<file path="config.mk">
export PLATFORM = sky130hd
export DESIGN_NAME = lsq_mem_ctrl
export DESIGN_NICKNAME = d
export VERILOG_FILES = /design/src/rtl/lsq_mem_ctrl.sv
export SDC_FILE = /design/constraint.sdc
export NUM_CORES = 1
export LEC_CHECK = 0
export CAP_MARGIN = 0
export CORE_MARGIN = 4
export CORE_UTILIZATION = 40
export CTS_BUF_LIST = sky130_fd_sc_hd__clkbuf_4 sky130_fd_sc_hd__clkbuf_8 sky130_fd_sc_hd__clkbuf_16
export DETAILED_ROUTE_END_ITERATION = 8
export HOLD_SLACK_MARGIN = 0.1
export PLACE_DENSITY = 0.8
export SYNTH_ARGS = -nofsm -noshare
export SYNTH_HDL_FRONTEND = slang
export SYNTH_SLANG_ARGS = --single-unit
</file>
<file path="constraint.sdc">
create_clock -name clk -period 5.1 [get_ports clk]
set_clock_uncertainty 0.1 [all_clocks]
set_input_delay 1.02 -clock clk [delete_from_list [all_inputs] [get_ports clk]]
set_output_delay 1.02 -clock clk [all_outputs]
set_load 0.02 [all_outputs]
</file>
<file path="src/rtl/lsq_mem_ctrl.sv">
// LSQ head to data-memory sequencer: store retirement, load issue, CDB write-back.
// Optional watchdog enabled with `define LSQ_CTRL_WDOG_EN.
package lsq_pkg;
  typedef struct packed {
    logic [31:0] address;
    logic [31:0] result;
    logic [3:0]  ROB_entry;
  } lsq_packet_t;

  typedef struct packed {
    logic [3:0]  dest_ROB_entry;
    logic [31:0] result;
  } CDB_packet_t;
endpackage

module lsq_mem_ctrl
  import lsq_pkg::*;
#(
  parameter int TIMEOUT = 64
) (
  input  logic        clk,
  input  logic        reset,
  input  logic        lsq_empty,
  input  logic        lsq_head_ready,
  input  logic        lsq_head_load,
  input  lsq_packet_t lsq_head,
  output logic        lsq_rd_en,
  input  logic [3:0]  rob_head_entry,
  input  logic        rob_head_store,
  output logic        store_commit,
  output logic        dmem_req,
  output logic        dmem_we,
  output logic [31:0] dmem_addr,
  output logic [31:0] dmem_wdata,
  input  logic        dmem_ack,
  input  logic        dmem_rvalid,
  input  logic [31:0] dmem_rdata,
  output logic        cdb_req,
  input  logic        cdb_grant,
  output CDB_packet_t cdb_out,
  output logic        err
);

  localparam logic [2:0] S_IDLE    = 3'd0;
  localparam logic [2:0] S_LD_REQ  = 3'd1;
  localparam logic [2:0] S_LD_WAIT = 3'd2;
  localparam logic [2:0] S_CDB_REQ = 3'd3;
  localparam logic [2:0] S_ST_REQ  = 3'd4;

  logic [2:0]  state_q, state_d;
  logic [3:0]  tag_q, tag_d;
  logic [31:0] addr_q, addr_d;
  logic [31:0] wdata_q, wdata_d;
  logic        req_q, req_d;
  logic        we_q, we_d;
  logic        cdbreq_q, cdbreq_d;
  CDB_packet_t cdb_q, cdb_d;
  logic        ld_go, st_go;

  assign ld_go = !lsq_empty && lsq_head_ready && lsq_head_load;
  assign st_go = !lsq_empty && lsq_head_ready && !lsq_head_load
              && rob_head_store
              && (rob_head_entry == lsq_head.ROB_entry);

`ifdef LSQ_CTRL_WDOG_EN
  localparam logic [7:0] TO_LAST = 8'(TIMEOUT - 1);
  logic [7:0] cnt_q, cnt_d;
  logic       err_q, err_d;
`endif

  always_comb begin
    state_d      = state_q;
    tag_d        = tag_q;
    addr_d       = addr_q;
    wdata_d      = wdata_q;
    cdb_d        = cdb_q;
    lsq_rd_en    = 1'b0;
    store_commit = 1'b0;
    case (state_q)
      S_IDLE: begin
        if (ld_go) begin
          addr_d  = lsq_head.address;
          tag_d   = lsq_head.ROB_entry;
          state_d = S_LD_REQ;
        end else if (st_go) begin
          addr_d  = lsq_head.address;
          wdata_d = lsq_head.result;
          state_d = S_ST_REQ;
        end
      end
      S_LD_REQ: begin
        if (dmem_ack) state_d = S_LD_WAIT;
      end
      S_LD_WAIT: begin
        if (dmem_rvalid) begin
          cdb_d   = '{dest_ROB_entry: tag_q, result: dmem_rdata};
          state_d = S_CDB_REQ;
        end
      end
      S_CDB_REQ: begin
        if (cdb_grant) begin
          lsq_rd_en = 1'b1;
          state_d   = S_IDLE;
        end
      end
      S_ST_REQ: begin
        if (dmem_ack) begin
          lsq_rd_en    = 1'b1;
          store_commit = 1'b1;
          state_d      = S_IDLE;
        end
      end
      default: state_d = S_IDLE;
    endcase

`ifdef LSQ_CTRL_WDOG_EN
    // A stuck wait state abandons the entry; it stays at the head and is retried.
    err_d = err_q;
    if (state_q != S_IDLE && state_d == state_q && cnt_q == TO_LAST) begin
      state_d = S_IDLE;
      err_d   = 1'b1;
    end
    if (state_d != state_q || state_q == S_IDLE) cnt_d = '0;
    else                                         cnt_d = cnt_q + 8'd1;
`endif

    req_d    = (state_d == S_LD_REQ) || (state_d == S_ST_REQ);
    we_d     = (state_d == S_ST_REQ);
    cdbreq_d = (state_d == S_CDB_REQ);
    if (state_d != S_CDB_REQ) cdb_d = '0;
  end

  always_ff @(posedge clk or posedge reset) begin
    if (reset) begin
      state_q  <= S_IDLE;
      tag_q    <= '0;
      addr_q   <= '0;
      wdata_q  <= '0;
      req_q    <= 1'b0;
      we_q     <= 1'b0;
      cdbreq_q <= 1'b0;
      cdb_q    <= '0;
    end else begin
      state_q  <= state_d;
      tag_q    <= tag_d;
      addr_q   <= addr_d;
      wdata_q  <= wdata_d;
      req_q    <= req_d;
      we_q     <= we_d;
      cdbreq_q <= cdbreq_d;
      cdb_q    <= cdb_d;
    end
  end

`ifdef LSQ_CTRL_WDOG_EN
  always_ff @(posedge clk or posedge reset) begin
    if (reset) begin
      cnt_q <= '0;
      err_q <= 1'b0;
    end else begin
      cnt_q <= cnt_d;
      err_q <= err_d;
    end
  end

  assign err = err_q;
`else
  assign err = 1'b0;
`endif

  assign dmem_req   = req_q;
  assign dmem_we    = we_q;
  assign dmem_addr  = addr_q;
  assign dmem_wdata = wdata_q;
  assign cdb_req    = cdbreq_q;
  assign cdb_out    = cdb_q;

endmodule
</file>
==> results of run 1 <==
## cells in the mapped netlist, types with 2 or more instances
library cell               instances  share of area
sky130_fd_sc_hd__dfrtp_1         110           0.62
sky130_fd_sc_hd__nand2_1          86          0.072
sky130_fd_sc_hd__mux2_2           61           0.15
sky130_fd_sc_hd__a21oi_1          27          0.030
sky130_fd_sc_hd__a21oi_2          10          0.020
sky130_fd_sc_hd__buf_6            10          0.025
sky130_fd_sc_hd__clkbuf_1          6         0.0051
sky130_fd_sc_hd__nand2b_1          4         0.0056
sky130_fd_sc_hd__xnor2_1           4         0.0079
sky130_fd_sc_hd__mux2_1            3         0.0076
sky130_fd_sc_hd__nand3b_1          3         0.0051
sky130_fd_sc_hd__nor2_1            3         0.0025
sky130_fd_sc_hd__o31ai_4           2         0.0095
## layout by cell type, fill, tap and decap left out
cell type	synthesis	routed
sky130_fd_sc_hd__or4b_2	1	1
sky130_fd_sc_hd__nand3_2	1	1
sky130_fd_sc_hd__and4bb_2	1	1
sky130_fd_sc_hd__buf_4	1	5
sky130_fd_sc_hd__nor2_2	1	1
sky130_fd_sc_hd__inv_2	1	1
sky130_fd_sc_hd__mux2_2	61	61
sky130_fd_sc_hd__dfrtp_1	110	110
sky130_fd_sc_hd__o31ai_1	1	1
sky130_fd_sc_hd__nand2_1	86	86
sky130_fd_sc_hd__or2_2	1	1
sky130_fd_sc_hd__nor3b_1	1	1
sky130_fd_sc_hd__nand3b_1	3	3
sky130_fd_sc_hd__bufinv_16	0	1
sky130_fd_sc_hd__nor3_4	1	1
sky130_fd_sc_hd__conb_1	1	1
sky130_fd_sc_hd__and4_4	1	1
sky130_fd_sc_hd__o31ai_4	2	2
sky130_fd_sc_hd__a21boi_1	1	1
sky130_fd_sc_hd__nor2_1	3	2
sky130_fd_sc_hd__clkinvlp_4	0	3
sky130_fd_sc_hd__a21oi_1	27	27
sky130_fd_sc_hd__nand3_1	1	1
sky130_fd_sc_hd__nand4_1	1	1
sky130_fd_sc_hd__inv_4	0	1
sky130_fd_sc_hd__clkinv_4	0	1
sky130_fd_sc_hd__and3b_1	1	1
sky130_fd_sc_hd__a21oi_2	10	10
sky130_fd_sc_hd__mux2_1	3	3
sky130_fd_sc_hd__clkdlybuf4s50_1	0	217
sky130_fd_sc_hd__clkbuf_4	0	1
sky130_fd_sc_hd__nor2_4	0	1
sky130_fd_sc_hd__or2b_1	1	1
sky130_fd_sc_hd__o21ai_0	1	1
sky130_fd_sc_hd__xnor2_1	4	4
sky130_fd_sc_hd__nand2b_1	4	4
sky130_fd_sc_hd__clkbuf_8	0	9
sky130_fd_sc_hd__o21bai_1	1	1
sky130_fd_sc_hd__a21bo_2	1	1
## worst paths after layout
path                            cells after the start        endpoint
max in group asynchronous                           3  dmem_wdata[13]
min in group asynchronous                           2   dmem_addr[14]
worst max register to register                      5      cdb_out[6]
worst max-delay path                                4       lsq_rd_en
worst min-delay path                                2        tag_q[2]
worst min register to register                      2        tag_q[2]
## through the flow
stage	power (W)	cells	area [um^2]	util
after global placement	0.00227	695	6710	0.616
after floorplan	0.00177	351	4460	-
after CTS	0.00283	710	6900	0.634
after global routing	0.00295	710	6900	0.634
after detailed placement	0.00231	695	6710	0.616
final	0.00279	710	6900	0.634
## worst reg2reg max path, stage by stage (launching register included)
cell                       delay, ns
sky130_fd_sc_hd__dfrtp_1        0.47
sky130_fd_sc_hd__nand2b_1       0.22
sky130_fd_sc_hd__a21boi_1       0.16
sky130_fd_sc_hd__o31ai_4        0.82
sky130_fd_sc_hd__buf_4          0.41
sky130_fd_sc_hd__a21oi_1        0.07
## sequential cells by signal, summed over array words and instances (netlist names)
| register | flops |
|---|---|
| cdb_out | 36 |
| cdb_req | 1 |
| dmem_addr | 32 |
| dmem_req | 1 |
| dmem_wdata | 32 |
| dmem_we | 1 |
| state_q | 3 |
| tag_q | 4 |
## cells by family after synthesis
| kind of cell | share of synthesized area |
|---|---|
| multiplexers | 0.162 |
| other | 0.000841 |
| AND/OR/NAND/NOR | 0.110 |
| AO/OA/AOI/OAI | 0.0679 |
| buffers and inverters | 0.0348 |
| flip-flops | 0.617 |
| XOR/XNOR | 0.00786 |
## cell type report
cell class | count | area (um^2)
clock buffer | 10 | 131
clock inverter | 5 | 61.3
fill | 886 | 3990
inverter | 2 | 10.0
multi-input combinational | 221 | 1560
sequential | 110 | 2750
tap | 140 | 175
timing repair buffer | 222 | 2210
## report_power, final
part / switching (W) / leakage (nW) / internal, W
clock network: 0.000283 / 0.0880 / 0.000231
logic: 0.000544 / 1.34 / 0.000553
registers: 0.000106 / 1.46 / 0.00107
total: 0.000933 / 2.88 / 0.00185
## layer usage
layer / vias up / global-route usage
met5: - / 0
met4: 0 / 0.0529
met3: 13 / 0.0732
met2: 155 / 0.331
met1: 1638 / 0.206
li1: 1613 / -
==> metrics, run 1 <==
result of the run completed; net count after synthesis ~460; height of the chip ~110 um; 1st-iter DRT viols 97; class of the tightest hold or removal check reg2reg; cells after synthesis 351; Final Hold Viols 0; transition at the pin with the smallest max-transition slack a little under 1 ns; critical path start-end classification in2out; Boundary Pins 219; data arrival time of the critical path around 2.5 ns; pre-CTS setup slack approximately 1.5 ns; routed length on met1 4470 um; async set-reset flop share out of synthesis 1.00; pin count of the biggest net entering global routing 43; peak supply drop roughly 0.28 mV; share of cells above drive strength 1 0.182; total number of clock tree sinks 110; first-pass detailed-route iteration total 4; cts-stage hold buffer count 0; hold path start tag_q[2]; die width approximately 110 um; DIE AREA about 0.013 mm^2; required time worst endpoint between 3 and 4 ns; via count of the first global-routing pass ~3,800; HPWL Detailed 8860 um; WP buf/inv 2; combined area of all synthesized cells about 0.0045 mm^2; wire length of the first global-routing pass 19,000 um; global placer's final weighted congestion 0.843; highest attainable clock frequency between 200 and 300 MHz; DR WL/cell 16.6 um; Top cell by count, worst path sky130_fd_sc_hd__clkdlybuf4s50_1; initial antenna violation count 0; total leakage power approximately 2.9 nW; cells traversed along the worst timing path clkdlybuf4s50_1 -> and4bb_2 -> o21bai_1 -> clkdlybuf4s50_1; clock insertion delay at the later pin of the skew report ~0.34 ns; Critical Path Source dmem_ack; startpoint of the lowest-slack register-to-register path state_q[0]; Post-CTS Setup Inserts 0; clock root cell sky130_fd_sc_hd__clkbuf_8; vias after detailed routing approximately 3,400; reg2reg setup slack 2.72 ns; Synth Register Bits 110; fin worst setup slack roughly 1.5 ns; CTS clock-pin slew for the worst setup and hold paths roughly 0.090 ns; met2 routed WL approximately 5900 um; max-slew violation count 0; Std-Cell Core Area 0.0109 mm^2; longest individual stage delay on the worst path around 0.61 ns; power per cell area 404 mW/mm^2; antenna-violating nets left 0; max-capacitance violation count 0; Synth Flop Type sky130_fd_sc_hd__dfrtp_1; count of different cell masters after synthesis 35; Area growth syn-to-layout 54.7%; critical path capture point type output pin; diodes inserted 0; highest net fanout along the worst path 4; Routed met3 length ~1300 um; Synth Warn # 0; number of enable flip-flop cells after synthesis 0; vias per inst around 4.8; crit share post-route 0.708; Setup Total Neg Slack 0 ns; Top delay family on crit path buffers and inverters; starting density of the core 0.410; worst max-slew margin expressed relative to the limit 0.339; Avg Inst Size Synth 12.7 um^2; Final Net Count ~680; sum of overflow across all layers after global routing 0; max layer used met4; Total Routed Length around 12,000 um; Remaining DRCs 0; minimum hold slack between 0.3 and 0.4 ns; slowest stage cell on the critical path sky130_fd_sc_hd__clkdlybuf4s50_1; largest buffer count on any clock path 2; final setup violating endpoints 0; number of rows created at floorplan 38; sequential area share after synthesis 0.617; Worst setup SP type input port; number of buffers inserted by port buffering approximately 220; unrepaired setup endpoints after global routing no; overall routing resource usage 0.186; CTS H-Tree Depth 3; number of instances resized during post-cts repair 0; cts bufs inserted 9; CTS tree built; final period demand of the worst path roughly 3.6 ns
(Power assumes the default switching activity.)
==> inputs of run 2 (changes only) <==
- CORE_UTILIZATION: 40 -> 37
- PLACE_DENSITY: 0.8 -> 0.77
- clock period: 5.1 -> 3.13 ns (I/O delays scaled with it)
==> run 2 against run 1 <==
  * Die area is 7.5% higher
  * Hold slack got worse by 0.017 ns
  * Non-clock buffer count unchanged
  * Largest power group unchanged
  * Final cell count is 0.42% higher
  * Core utilization down 3.0 points
  * Sequential share of layout area down 0.63 points
  * Via count about the same
  * Clock power rose by 100%
  * Global-route usage shrank 2.0 points
==> metrics, run 2 (synthesis results as in run 1) <==
class of the tightest hold or removal check reg2reg; wire length of the first global-routing pass about 19,000 um; slowest stage cell on the critical path sky130_fd_sc_hd__clkdlybuf4s50_1; global placer's final weighted congestion a little over 0.7; sequential power share 0.403; clock insertion delay at the later pin of the skew report between 0.3 and 0.4 ns; Setup Total Neg Slack 0 ns; routed length on met1 around 4700 um; crit share post-route 0.903; WP buf/inv 2; final period demand of the worst path roughly 2.8 ns; 1st-iter DRT viols 234; DIE AREA between 0.01 and 0.015 mm^2; top library cells by usage in the layout, fill and taps aside sky130_fd_sc_hd__clkdlybuf4s50_1, sky130_fd_sc_hd__dfrtp_1, sky130_fd_sc_hd__nand2_1, sky130_fd_sc_hd__mux2_2, sky130_fd_sc_hd__a21oi_1; unrepaired setup endpoints after global routing no; cts-stage hold buffer count 0; HPWL Detailed between 8000 and 9000 um; longest individual stage delay on the worst path around 0.61 ns; initial antenna violation count 0; pin count of the biggest net entering global routing about 110; diodes inserted 0; total power between 0.004 and 0.005 W; number of instances resized during post-cts repair 0; peak supply drop 0.283 mV; Final Hold Viols 0; cells on worst reg2reg path 5; Top delay family on crit path buffers and inverters; height of the chip between 100 and 150 um; max layer used met4; clock root cell sky130_fd_sc_hd__clkbuf_16; Total Routed Length ~12,000 um; total number of clock tree sinks between 100 and 150; result of the run completed; cts bufs inserted 9; Gate power share 0.377; max-slew violation count 0; Routed met3 length around 990 um; largest buffer count on any clock path 2; Remaining DRCs 0; final setup violating endpoints 0; first-pass detailed-route iteration total 4; die width around 120 um; vias after detailed routing between 3,000 and 4,000; reg2reg setup slack roughly 1.1 ns; max-capacitance violation count 0; highest net fanout along the worst path 4; switching power about 0.0015 W; share of cells above drive strength 1 0.182; worst max-slew margin expressed relative to the limit 0.563; number of fillers in the final layout around 980; cell internal pwr 0.00322 W; post-layout util 0.604; number of rows created at floorplan 39; data arrival time of the critical path ~2.1 ns; starting density of the core 0.384; via count of the first global-routing pass between 3,000 and 4,000; Std-Cell Core Area approximately 0.012 mm^2; transition at the pin with the smallest max-transition slack between 0.6 and 0.7 ns; cells traversed along the worst timing path clkdlybuf4s50_1 -> and4bb_2 -> o21bai_1 -> clkdlybuf4s50_1; total leakage power between 2 and 3 nW; Area growth syn-to-layout 57.2%; CTS H-Tree Depth 3; logic depth of the worst path, buffers included 4; commonest non-fill, non-tap cell in the layout sky130_fd_sc_hd__clkdlybuf4s50_1; capturing element of the worst setup path lsq_rd_en; met2 routed WL approximately 5700 um; required time worst endpoint 2.40 ns; Critical Path Source dmem_ack; power per cell area about 680 mW/mm^2; Boundary Pins 219; number of flip-flops under the largest register name 36; critical path start-end classification in2out; Top cell by count, worst path sky130_fd_sc_hd__clkdlybuf4s50_1; critical path capture point type output pin; highest attainable clock frequency ~350 MHz; antenna-violating nets left 0; Clk network pwr share 0.219; CTS tree built; vias per inst 4.79; sum of overflow across all layers after global routing 0; startpoint of the lowest-slack register-to-register path state_q[2]; number of buffers inserted by port buffering ~220; Worst setup SP type input port; Post-CTS Setup Inserts 0; overall routing resource usage 0.166; Final Net Count 679; destination of the worst register-to-register timing path dmem_addr[31]; CTS clock-pin slew for the worst setup and hold paths 0.06 ns; DR WL/cell approximately 16 um; proportion of total power due to net switching 0.322
[run 2: cell count changes in the layout (fill, tap and decap cells not counted), sizes merged]
cell | previous run | this run
clkbuf | 10 | 13
clkinvlp | 3 | 1
bufinv | 1 | 0
clkinv | 1 | 2
inv | 2 | 1
[run 2: routing by layer]
metal  GRT usage  vias to the layer above
met1       0.197                     1653
li1            -                     1604
met4      0.0586                        0
met2       0.275                      143
met3      0.0658                       16
met5           0                        -
[run 2: how the worst min path moves through the flow]
stage	start	endpoint	slack [ns]	cells past startpoint
floorplan	tag_q[0]	tag_q[0]	0.35	2
global placement	tag_q[1]	tag_q[1]	0.36	2
detailed placement	tag_q[0]	tag_q[0]	0.36	2
CTS	tag_q[0]	tag_q[0]	0.38	2
global route	tag_q[2]	tag_q[2]	0.41	2
finish	tag_q[0]	tag_q[0]	0.38	2
[run 2: worst min-delay path: cells and delay by family (launching register included)]
kind / cells / cell delay (ns)
flip-flops: 1 / 0.34
AND/OR/NAND/NOR: 2 / 0.10
[run 2: metrics by stage]
stage | setup WS (ns) | instances | hold slack, ns | instance area (um^2)
final | 0.304 | 713 | 0.376 | 7010
after CTS | 0.299 | 713 | 0.383 | 7010
after detailed placement | 0.307 | 698 | 0.365 | 6740
after global routing | 0.227 | 713 | 0.405 | 7010
after floorplan | 1.07 | 351 | 0.346 | 4460
after global placement | 0.292 | 698 | 0.362 | 6740
[run 2: final cells by class]
cell class,count,area [um^2],area share
inverters,2,11.3,0.00161
clock inverters,2,10.0,0.00143
multi-input cells,221,1550,0.222
clock buffers,13,255,0.0364
well taps,143,179,0.0255
flip-flops and latches,110,2750,0.393
repair buffers,222,2250,0.321
[run 2: power by group through the flow]
| stage | combinational [W] | clock, W | sequential [W] |
|---|---|---|---|
| 2_1_floorplan | 0.000597 | 0 | 0.00229 |
| 3_3_place_gp | 0.00177 | 0 | 0.00193 |
| 3_5_place_dp | 0.00181 | 0 | 0.00195 |
| 4_1_cts | 0.00182 | 0.00108 | 0.00192 |
| 5_1_grt | 0.00191 | 0.00114 | 0.00196 |
| 6_report | 0.00179 | 0.00104 | 0.00192 |
==> inputs of run 3 (changes only) <==
- SLEW_MARGIN: unset -> 20
==> results of run 3 <==
No change in the layout: final DEF, timing and power equal those of run 2.
